### config.mk
export PLATFORM = sky130hd
export DESIGN_NAME = fpu_uart_host
export DESIGN_NICKNAME = d
export VERILOG_FILES = /design/src/rtl/fpu_uart_host.sv
export SDC_FILE = /design/constraint.sdc
export NUM_CORES = 1
export LEC_CHECK = 0
export ABC_AREA = 1
export CAP_MARGIN = 0
export CORE_ASPECT_RATIO = 1.75
export CORE_MARGIN = 3
export CORE_UTILIZATION = 50
export CTS_CLUSTER_DIAMETER = 30
export DETAILED_ROUTE_END_ITERATION = 10
export GPL_ROUTABILITY_DRIVEN = 0
export PLACE_DENSITY = 0.77
export REMOVE_ABC_BUFFERS = 1
export SETUP_SLACK_MARGIN = 0.2
export SLEW_MARGIN = 20
export SYNTH_ARGS = -nofsm -noshare
export SYNTH_HDL_FRONTEND = slang
export SYNTH_SLANG_ARGS = --single-unit
export TNS_END_PERCENT = 100
### constraint.sdc
create_clock -name clk -period 4.8 [get_ports clk]
set_input_delay 0.96 -clock clk [delete_from_list [all_inputs] [get_ports clk]]
set_output_delay 0.96 -clock clk [all_outputs]
set_load 0.05 [all_outputs]
### src/rtl/fpu_uart_host.sv
// Host initiator for the FPU byte protocol: loads R1/R2, issues ADD/SUB, reads a 3-byte result.
// Latency >= 10 byte sends + OP_GAP_CYCLES + 3 receptions + 1; each send waits for tx_busy low, each receive is time-limited.
module fpu_uart_host #(
    parameter int OP_GAP_CYCLES     = 64,
    parameter int RX_TIMEOUT_CYCLES = 25000
) (
    input  logic        clk,
    input  logic        reset,
    input  logic        start,
    input  logic        op_sub,
    input  logic        a_s,
    input  logic [6:0]  a_e,
    input  logic [14:0] a_m,
    input  logic        b_s,
    input  logic [6:0]  b_e,
    input  logic [14:0] b_m,
    output logic [7:0]  tx_data,
    output logic        tx_en,
    input  logic        tx_busy,
    input  logic [7:0]  rx_data,
    input  logic        rx_valid,
    output logic        busy,
    output logic        done,
    output logic        err,
    output logic        res_s,
    output logic [6:0]  res_e,
    output logic [14:0] res_m
);
    localparam int TW = $clog2(RX_TIMEOUT_CYCLES + 1);
    localparam int GW = $clog2(OP_GAP_CYCLES + 1);
    localparam logic [TW-1:0] TMO_LOAD = TW'(RX_TIMEOUT_CYCLES);
    localparam logic [GW-1:0] GAP_LAST = GW'(OP_GAP_CYCLES - 1);

    typedef enum logic [2:0] {
        S_IDLE, S_SEND, S_WAIT_HI, S_WAIT_LO, S_GAP, S_RECV, S_DONE
    } state_t;

    state_t         state;
    logic [3:0]     idx;
    logic [1:0]     rcnt;
    logic [TW-1:0]  tcnt;
    logic [GW-1:0]  gcnt;
    logic [22:0]    a_q;
    logic [22:0]    b_q;
    logic           op_sub_q;
    logic [7:0]     rbuf0;
    logic [7:0]     rbuf1;
    logic [7:0]     cur_byte;

    // Operand layout in a_q/b_q is {s, e[6:0], m[14:0]}.
    always_comb begin
        cur_byte = 8'h00;
        case (idx)
            4'd0:    cur_byte = 8'h81;
            4'd1:    cur_byte = a_q[22:15];
            4'd2:    cur_byte = a_q[14:7];
            4'd3:    cur_byte = {a_q[6:0], 1'b0};
            4'd4:    cur_byte = 8'h82;
            4'd5:    cur_byte = b_q[22:15];
            4'd6:    cur_byte = b_q[14:7];
            4'd7:    cur_byte = {b_q[6:0], 1'b0};
            4'd8:    cur_byte = op_sub_q ? 8'hC0 : 8'hA0;
            4'd9:    cur_byte = 8'h90;
            default: cur_byte = 8'h00;
        endcase
    end

    always_ff @(posedge clk) begin
        if (reset) begin
            state    <= S_IDLE;
            idx      <= '0;
            rcnt     <= '0;
            tcnt     <= '0;
            gcnt     <= '0;
            a_q      <= '0;
            b_q      <= '0;
            op_sub_q <= 1'b0;
            rbuf0    <= '0;
            rbuf1    <= '0;
            tx_data  <= '0;
            tx_en    <= 1'b0;
            busy     <= 1'b0;
            done     <= 1'b0;
            err      <= 1'b0;
            res_s    <= 1'b0;
            res_e    <= '0;
            res_m    <= '0;
        end else begin
            tx_en <= 1'b0;
            done  <= 1'b0;
            case (state)
                S_IDLE: begin
                    if (start) begin
                        a_q      <= {a_s, a_e, a_m};
                        b_q      <= {b_s, b_e, b_m};
                        op_sub_q <= op_sub;
                        err      <= 1'b0;
                        idx      <= '0;
                        busy     <= 1'b1;
                        state    <= S_SEND;
                    end
                end
                S_SEND: begin
                    if (!tx_busy) begin
                        tx_data <= cur_byte;
                        tx_en   <= 1'b1;
                        state   <= S_WAIT_HI;
                    end
                end
                S_WAIT_HI: begin
                    if (tx_busy) state <= S_WAIT_LO;
                end
                S_WAIT_LO: begin
                    if (!tx_busy) begin
                        if (idx == 4'd8) begin
                            gcnt  <= '0;
                            state <= S_GAP;
                        end else if (idx == 4'd9) begin
                            rcnt  <= '0;
                            tcnt  <= TMO_LOAD;
                            state <= S_RECV;
                        end else begin
                            idx   <= idx + 4'd1;
                            state <= S_SEND;
                        end
                    end
                end
                S_GAP: begin
                    if (gcnt == GAP_LAST) begin
                        idx   <= 4'd9;
                        state <= S_SEND;
                    end else begin
                        gcnt <= gcnt + GW'(1);
                    end
                end
                S_RECV: begin
                    // A byte arriving on the expiry cycle wins over the timeout.
                    if (rx_valid) begin
                        tcnt <= TMO_LOAD;
                        rcnt <= rcnt + 2'd1;
                        if (rcnt == 2'd0) begin
                            rbuf0 <= rx_data;
                        end else if (rcnt == 2'd1) begin
                            rbuf1 <= rx_data;
                        end else begin
                            res_s <= rbuf0[7];
                            res_e <= rbuf0[6:0];
                            res_m <= {rbuf1, rx_data[7:1]};
                            done  <= 1'b1;
                            state <= S_DONE;
                        end
                    end else if (tcnt <= TW'(1)) begin
                        err   <= 1'b1;
                        done  <= 1'b1;
                        state <= S_DONE;
                    end else begin
                        tcnt <= tcnt - TW'(1);
                    end
                end
                S_DONE: begin
                    busy  <= 1'b0;
                    state <= S_IDLE;
                end
                default: state <= S_IDLE;
            endcase
        end
    end
endmodule

==> impl_metrics.json <==
{
  "layout.nets": 971,
  "yosysTopAreaCellShare": 0.444,
  "hold_class": "reg -> reg",
  "post-synth-top-count-cell": "nor2_1",
  "area_growth_pct": 26.4,
  "slew_headroom": 0.486,
  "cts-hold-fix-buffers": 0,
  "die-width_um": 87.5,
  "cts_setup_buffers": 0,
  "grt_use_total": 0.222,
  "ys_seq_area_frac": 0.444,
  "synth-seq-cells": 129,
  "grt-ovfl-total": 0,
  "cpMaxStageDelayCell": "inv_1",
  "p_leak_uw": 0.00298,
  "netlist_top_cells_count": "nor2_1 (136), dfxtp_1 (129), nand2_1 (109), o21ai_0 (106), inv_1 (104)",
  "dr.pass1.iters": 4,
  "diodes": 0,
  "async_flop_share": 0,
  "clkTransAtPathRegs_ns": 0.06,
  "netlist_top_cells_area": "dfxtp_1 (44%), o21ai_0 (9.1%), nor2_1 (8.8%), nand2_1 (7.0%), inv_1 (6.7%)",
  "root_buffer": "clkbuf_16",
  "maxCapViolations": 0,
  "synth.cell_area_um2": 5820,
  "drc": 0,
  "vias": 5423,
  "drive_gt1_frac": 0.0798,
  "syn_avg_cell_area_um2": 7.10,
  "hp-start": "gcnt[5]$_SDFFE_PP0P_",
  "tightest_slew_ns": 0.768,
  "grt_max_degree": 96,
  "cts_sinks": 129,
  "cp.required_ns": 5.15,
  "setup_viol": 0,
  "fin_util": 0.655,
  "drtIter0Drc": 235,
  "r2r-start": "state[0]$_SDFFE_PP0P_",
  "final.min_clock_period_ns": 3.03,
  "seqCellArea_um2": 2580,
  "clk_latency_ns": 0.41,
  "synth_ff_type": "dfxtp_1",
  "die-height_um": 149,
  "critPathMaxFanout": 25,
  "wl_per_cell_um": 13.1,
  "grt_pass1_vias": 5092,
  "worstSetupEndpointType": "register",
  "timing.final.crit_share": 0.631,
  "grt_pass1_wl_um": 22800,
  "viasPerCell": 5.18,
  "netlist_instances": 819,
  "final_max_slew_viol_count": 0,
  "start_util": 0.518,
  "synthDistinctLibCells": 38,
  "finClkSkew_ns": 0.00537,
  "rows": 51,
  "yosysWarnings": 0,
  "crit_type": "in -> reg",
  "postRouteAntennaNets": 0,
  "io_buffers": 94,
  "status": "complete, no violations",
  "antenna_found_initial": 0,
  "peakVddDrop_uv": 319,
  "crit_start": "rx_valid",
  "tns_ns": 0,
  "cts_buffer_depth": 2,
  "fillers": 993,
  "ios": 95,
  "synth-edff-count": 0,
  "arrival_ns": 3.38,
  "worst_path_largest_cell_delay_ns": 0.78,
  "cts_resized": 0,
  "multi_input_area_um2": 2680,
  "hold_violations": 0,
  "start_kind": "primary input",
  "cp_cell_sequence": "clkdlybuf4s50_1 > nand2_1 > inv_1 > nand3_1 > inv_1 > nor2_1 > nor2_1",
  "p_per_area_nw_per_um2": 478,
  "timing.fmax_mhz": 330,
  "cts_tree": "done",
  "cts_max_level": 4,
  "dp_hpwl_um": 9750,
  "cts_buffers": 17,
  "fp.coreArea_um2": 11200,
  "die-area_um2": 13000,
  "rsz0062_at_grt": "no",
  "synth_area_leader_cell": "dfxtp_1",
  "drt-total-wl_um": 13800
}
==> where the power goes <==
part / internal (uW) / total [uW] / switching, uW
clock network: 718 / 1210 / 495
registers: 1260 / 1350 / 93.4
logic: 326 / 954 / 628
==> metrics by stage <==
step | power, uW | cell area [um2] | std cells | hold WS [ns] | setup slack [ns]
floorplan | 2050 | 5670 | 787 | 0.422 | 1.62
global placement | 2300 | 6790 | 1015 | 0.433 | 1.45
detailed placement | 2320 | 6790 | 1015 | 0.438 | 1.30
CTS | 3540 | 7350 | 1047 | 0.446 | 1.73
global route | 3740 | 7350 | 1047 | 0.468 | 1.45
finish | 3520 | 7350 | 1047 | 0.441 | 1.77
==> critical path, delay by kind of cell <==
| kind | cells | cell delay (ns) |
|---|---|---|
| buffers and inverters | 3 | 1.51 |
| AND/OR/NAND/NOR | 4 | 0.90 |
==> flip-flops by register name (all words and copies together) (netlist names) <==
register	count
state	3
tx_data	8
tx_en	1
done	1
res_e	7
idx	4
tcnt	15
busy	1
rcnt	2
err	1
op_sub_q	1
res_m	15
rbuf0	8
a_q	23
b_q	23
rbuf1	8
res_s	1
gcnt	7
==> path summary, 6_finish.rpt <==
check                      endpoint  slack, ns  cells past startpoint
max          res_m[13]$_SDFFE_PP0P_       1.77                      7
min            gcnt[6]$_SDFFE_PP0P_       0.44                      1
max reg2reg  res_m[13]$_SDFFE_PP0P_       2.04                      8
min reg2reg    gcnt[6]$_SDFFE_PP0P_       0.44                      1
==> layer usage <==
| metal | track usage | part of all wire | up-vias | routed length, um |
|---|---|---|---|---|
| met5 | 0 | 0 | - | 0 |
| met4 | 0.0937 | 0.025 | 0 | 346 |
| met3 | 0.0488 | 0.037 | 25 | 511 |
| met2 | 0.404 | 0.55 | 113 | 7500 |
| met1 | 0.239 | 0.39 | 2452 | 5400 |
| li1 | - | - | 2833 | - |
==> cells by family (layout without fill, tap and decap cells) <==
logic type      count (synthesis)  in the layout  share of synthesized area
simple gates                  322            322                      0.236
compound gates                217            217                      0.202
buf+inv                       141            237                     0.0970
flops                         129            129                      0.444
fa+ha+maj                       9              9                     0.0194
xor+xnor                        1              1                    0.00151
==> layout make-up <==
type,instances,share of cell area
Clock buffer,18,0.0584
Clock inverter,14,0.0179
Inverter,109,0.0565
Multi-Input combinational cell,549,0.364
Sequential cell,129,0.351
Tap cell,132,0.0225
Timing Repair Buffer,96,0.130
==> cells in the final DEF, fill, tap and decap left out, types with 3 or more instances in the layout <==
| cell | count |
|---|---|
| clkinv_2 | 3 |
| nor2_2 | 3 |
| ha_1 | 9 |
| inv_6 | 5 |
| a21oi_1 | 75 |
| clkdlybuf4s50_1 | 94 |
| clkinvlp_4 | 4 |
| nand2_2 | 13 |
| nor2_1 | 136 |
| nand3_1 | 38 |
| nand2_1 | 109 |
| inv_1 | 103 |
| or2_2 | 3 |
| o21ai_0 | 106 |
| o22ai_1 | 17 |
| nand4_1 | 9 |
| nand3_2 | 3 |
| clkbuf_16 | 17 |
| a21oi_2 | 10 |
| dfxtp_1 | 129 |
No activity file was read; power rests on OpenSTA's default activity.
